### src/rtl/regfile_2r1w_sb.sv
// Two-read, one-write register file with per-register pending scoreboard,
// optional write-to-read bypass and a one-entry-per-cycle hardware clear sweep.
module regfile_2r1w_sb #(
  parameter int unsigned WIDTH  = 16,
  parameter int unsigned AW     = 3,
  parameter bit          BYPASS = 1'b1
) (
  input  logic             clk,
  input  logic             reset,
  input  logic [WIDTH-1:0] data_in,
  input  logic [AW-1:0]    writenum,
  input  logic             write,
  input  logic [AW-1:0]    readnum_a,
  input  logic [AW-1:0]    readnum_b,
  output logic [WIDTH-1:0] data_out_a,
  output logic [WIDTH-1:0] data_out_b,
  output logic             busy_a,
  output logic             busy_b,
  input  logic             reserve,
  input  logic [AW-1:0]    reservenum,
  input  logic             clear_start,
  output logic             clear_busy,
  output logic             clear_done
);

  localparam int unsigned DEPTH = 2 ** AW;

  typedef enum logic [0:0] {StIdle, StClear} state_e;

  state_e           state_q, state_d;
  logic [AW-1:0]    cnt_q, cnt_d;
  logic             done_q, done_d;
  logic [WIDTH-1:0] regs_q [DEPTH];
  logic [DEPTH-1:0] pend_q;
  logic             wr_acc, rsv_acc;

  // Writes and reserves are only honoured while no sweep is running.
  always_comb begin
    wr_acc  = write && (state_q == StIdle);
    rsv_acc = reserve && (state_q == StIdle);
  end

  always_comb begin
    state_d = state_q;
    cnt_d   = cnt_q;
    done_d  = 1'b0;
    unique case (state_q)
      StIdle: begin
        if (clear_start) begin
          state_d = StClear;
          cnt_d   = '0;
        end
      end
      StClear: begin
        cnt_d = cnt_q + AW'(1);
        if (cnt_q == AW'(DEPTH - 1)) begin
          state_d = StIdle;
          done_d  = 1'b1;
        end
      end
      default: state_d = StIdle;
    endcase
  end

  always_ff @(posedge clk or posedge reset) begin
    if (reset) begin
      state_q <= StIdle;
      cnt_q   <= '0;
      done_q  <= 1'b0;
    end else begin
      state_q <= state_d;
      cnt_q   <= cnt_d;
      done_q  <= done_d;
    end
  end

  // Reserve is applied after the write so a same-register reserve wins.
  always_ff @(posedge clk or posedge reset) begin
    if (reset) begin
      for (int i = 0; i < int'(DEPTH); i++) begin
        regs_q[i] <= '0;
      end
      pend_q <= '0;
    end else if (state_q == StClear) begin
      regs_q[cnt_q] <= '0;
      pend_q[cnt_q] <= 1'b0;
    end else begin
      if (wr_acc) begin
        regs_q[writenum] <= data_in;
        pend_q[writenum] <= 1'b0;
      end
      if (rsv_acc) begin
        pend_q[reservenum] <= 1'b1;
      end
    end
  end

  always_comb begin
    data_out_a = regs_q[readnum_a];
    busy_a     = pend_q[readnum_a];
    data_out_b = regs_q[readnum_b];
    busy_b     = pend_q[readnum_b];
    if (BYPASS && wr_acc && (writenum == readnum_a)) begin
      data_out_a = data_in;
      busy_a     = rsv_acc && (reservenum == readnum_a);
    end
    if (BYPASS && wr_acc && (writenum == readnum_b)) begin
      data_out_b = data_in;
      busy_b     = rsv_acc && (reservenum == readnum_b);
    end
  end

  always_comb begin
    clear_busy = (state_q == StClear);
    clear_done = done_q;
  end

endmodule

### config.mk
export PLATFORM = sky130hd
export DESIGN_NAME = regfile_2r1w_sb
export DESIGN_NICKNAME = d
export VERILOG_FILES = /design/src/rtl/regfile_2r1w_sb.sv
export SDC_FILE = /design/constraint.sdc
export NUM_CORES = 1
export LEC_CHECK = 0
export BUFFER_PORTS_ARGS = -buffer_cell sky130_fd_sc_hd__buf_4
export CORE_AREA = 4 4 117 119
export CTS_CLUSTER_DIAMETER = 100
export DETAILED_ROUTE_END_ITERATION = 6
export DIE_AREA = 0 0 121 123
export GPL_TIMING_DRIVEN = 0
export HOLD_SLACK_MARGIN = 0.08
export PLACE_DENSITY = 0.84
export SLEW_MARGIN = 25
export SYNTH_ARGS = -nofsm -noshare
export SYNTH_HDL_FRONTEND = slang
export SYNTH_SLANG_ARGS = --single-unit
### constraint.sdc
create_clock -name clk -period 10.02 [get_ports clk]
set_input_delay 2.004 -clock clk [delete_from_list [all_inputs] [get_ports clk]]
set_output_delay 2.004 -clock clk [all_outputs]
set_load 0.03 [all_outputs]
==> results_dict.tcl <==
set metrics [dict create \
    cts_max_level 4 \
    avgRoutedWirePerCell_um 30.3 \
    grt_usage_pct 34.1 \
    fp.coreArea_mm2 0.0126 \
    grt_first_pass_wirelength_um 37400 \
    fmax_ghz 0.156 \
    ir_drop_mv 0.148 \
    io_pins 69 \
    synth_edf_count 0 \
    clock_latency_ns 0.44 \
    wirelength_um 24700 \
    r2r-start "clear_busy" \
    grt_max_degree 93 \
    required_ns 8.02 \
    syn_area_mm2 0.00815 \
    cts_max_path_buffers 2 \
    cap_violations 0 \
    fill_cells 751 \
    cts.sinks 141 \
    drive_above_1_share_pct 27.0 \
    netlist_top_cells_area "dfrtp_1 43%, mux4_1 22%, a22o_1 14%" \
    holdBufCountCts 0 \
    setup_tns_ns 0 \
    drv_slew 0 \
    avgSynthCellArea_um2 14.4 \
    yosysMostFrequentCell "dfrtp_1" \
    critPathLaunch "readnum_b[1]" \
    portBuffers 46 \
    slew_headroom_pct 39.8 \
    slowest_stage "clkbuf_1" \
    drc 0 \
    cts_repair_resize_count 0 \
    fin_skew_ns 0.00836 \
    power.leakage_nw 4.59 \
    synth_common_cells "141 x dfrtp_1, 128 x a22o_1, 68 x mux4_1" \
    area_growth_pct 15.6 \
    hold_viol 0 \
    vias_per_cell 7.67 \
    p_per_area_mw_per_mm2 242 \
    ys_types 33 \
    ys_ff_latch 141 \
    rsz0062_at_grt "no" \
    first_global_vias 6407 \
    cts_buffers 17 \
    status "completed" \
    crit_path_end "data_out_b[9]" \
    synth_cells 565 \
    synthDominantCellAreaShare_pct 43.3 \
    ys.flop_type "dfrtp_1" \
    worstMarginPinSlew_ns 0.903 \
    path_clk_slew_ns 0.06 \
    die_area_mm2 0.0149 \
    final_cells 816 \
    setup.worst_path.class "primary input to output pin" \
    min_path_type "flip-flop to flip-flop" \
    yosysTopAreaCell "dfrtp_1" \
    crit_path_start_kind "primary input" \
    worstRegToRegCells 5 \
    path_buf_inv 3 \
    path_cells "clkbuf_1 -> clkbuf_1 -> mux4_1 -> mux2_2 -> mux2_2 -> buf_4" \
    fin_crit_sh_pct 63.8 \
    start_util_pct 64.9 \
    arrival_ns 4.39 \
    endpoint_kind "output pin" \
    multi_input_area_mm2 0.00429 \
    ant_nets 0 \
    drtIter0Drc 806 \
    dp_cells 784 \
    nets 666 \
    cts_tree "done" \
    setup_viol 0 \
    overflow 0 \
    crit_cells 6 \
    ys_seq_area_share_pct 43.3 \
    dp_hpwl_um 15300 \
    placementRows 41 \
    cpPeakStageDelay_ns 0.69 \
    num_vias 6255 \
    place.gp.congestion 0.923 \
    seq_area_mm2 0.00353 \
    ys_async_sr_fraction_pct 100 \
    regToRegEndpoint "regs_q[70]" \
    die_width_um 121 \
    post_cts_buffers 0 \
    synth_nets 600 \
    antenna_cells 0 \
    yosysWarnings 0 \
    cts_root_buf "clkbuf_16" \
    fin_util_pct 75.0 \
    die-height_um 123 \
    crit_family "buffers and inverters" \
    fin_crit_ns 6.40 \
    reg2reg_setup_slack_ns 7.54 \
    crit_fanout 10 \
    antenna_found_initial 0 \
    firstDrtPassIters 5 \
]
[layout make-up]
type                       count  area share, %
timing repair buffer          47           3.96
multi-input combinational    359           45.5
buffer                        62           3.52
clock buffer                  18           4.55
sequential                   141           37.4
inverter                       3          0.199
clock inverter                14           2.58
tap                          172           2.28
[state kept, by name (all words and copies together) (netlist names)]
signal      count
clear_busy      1
clear_done      1
cnt_q           3
pend_q          8
regs_q        128
[report_power, final]
group          internal, mW  switching [mW]
registers             0.705           0.120
clock network         0.467           0.262
logic                 0.337           0.391
[cell families after synthesis]
group | count (synthesis) | share of synthesized area (%)
flip-flops | 141 | 43.3
AND/OR/NAND/NOR | 47 | 3.05
multiplexers | 136 | 31.2
adder cells (fa/ha/maj) | 2 | 0.307
XOR/XNOR | 12 | 1.29
buffers and inverters | 65 | 4.21
AO/OA/AOI/OAI | 162 | 16.6
[cells in the final DEF (no fill, tap or decap), types with 3 or more instances in the layout]
cell and instances:
clkbuf_16 17, nor2b_1 4, buf_2 13, o21ai_0 14, bufinv_16 6, mux4_1 68
o22a_1 5, nor2_1 6, dfrtp_1 141, buf_6 10, nor2_2 3, o31ai_1 4
o32a_1 3, buf_1 16, a22oi_1 8, buf_4 48, clkinvlp_4 6, nand4_1 4
mux2i_1 4, nand2b_1 5, clkbuf_1 22, xnor2_1 12, nand2_1 15, a22o_1 128
mux2_2 64
[layer usage]
metal  track usage (%)  routed length [um]
met3              9.42                2390
met1              44.3                9390
met2              54.3               11900
met4              15.6                1060
met5                 0                   0
[through the flow]
stage / power, mW / hold slack, ns / instance area [um2] / setup WS (ns)
floorplan: 1.29 / 0.471 / 8150 / 4.23
global placement: 1.48 / 0.488 / 8710 / 2.93
detailed placement: 1.52 / 0.497 / 8750 / 3.72
CTS: 2.26 / 0.510 / 9430 / 3.71
global route: 2.35 / 0.525 / 9430 / 3.62
finish: 2.28 / 0.507 / 9430 / 3.62
[worst min path at each step]
stage	start	end	slack, ns	cells past startpoint
3_3_place_gp	regs_q[100]	regs_q[100]	0.49	1
3_5_place_dp	regs_q[106]	regs_q[106]	0.50	1
6_report	regs_q[106]	regs_q[106]	0.51	1
2_1_floorplan	regs_q[100]	regs_q[100]	0.47	1
5_1_grt	regs_q[57]	regs_q[57]	0.52	1
4_1_cts	regs_q[106]	regs_q[106]	0.51	1
Note: power is estimated with default switching activity, not from simulation.
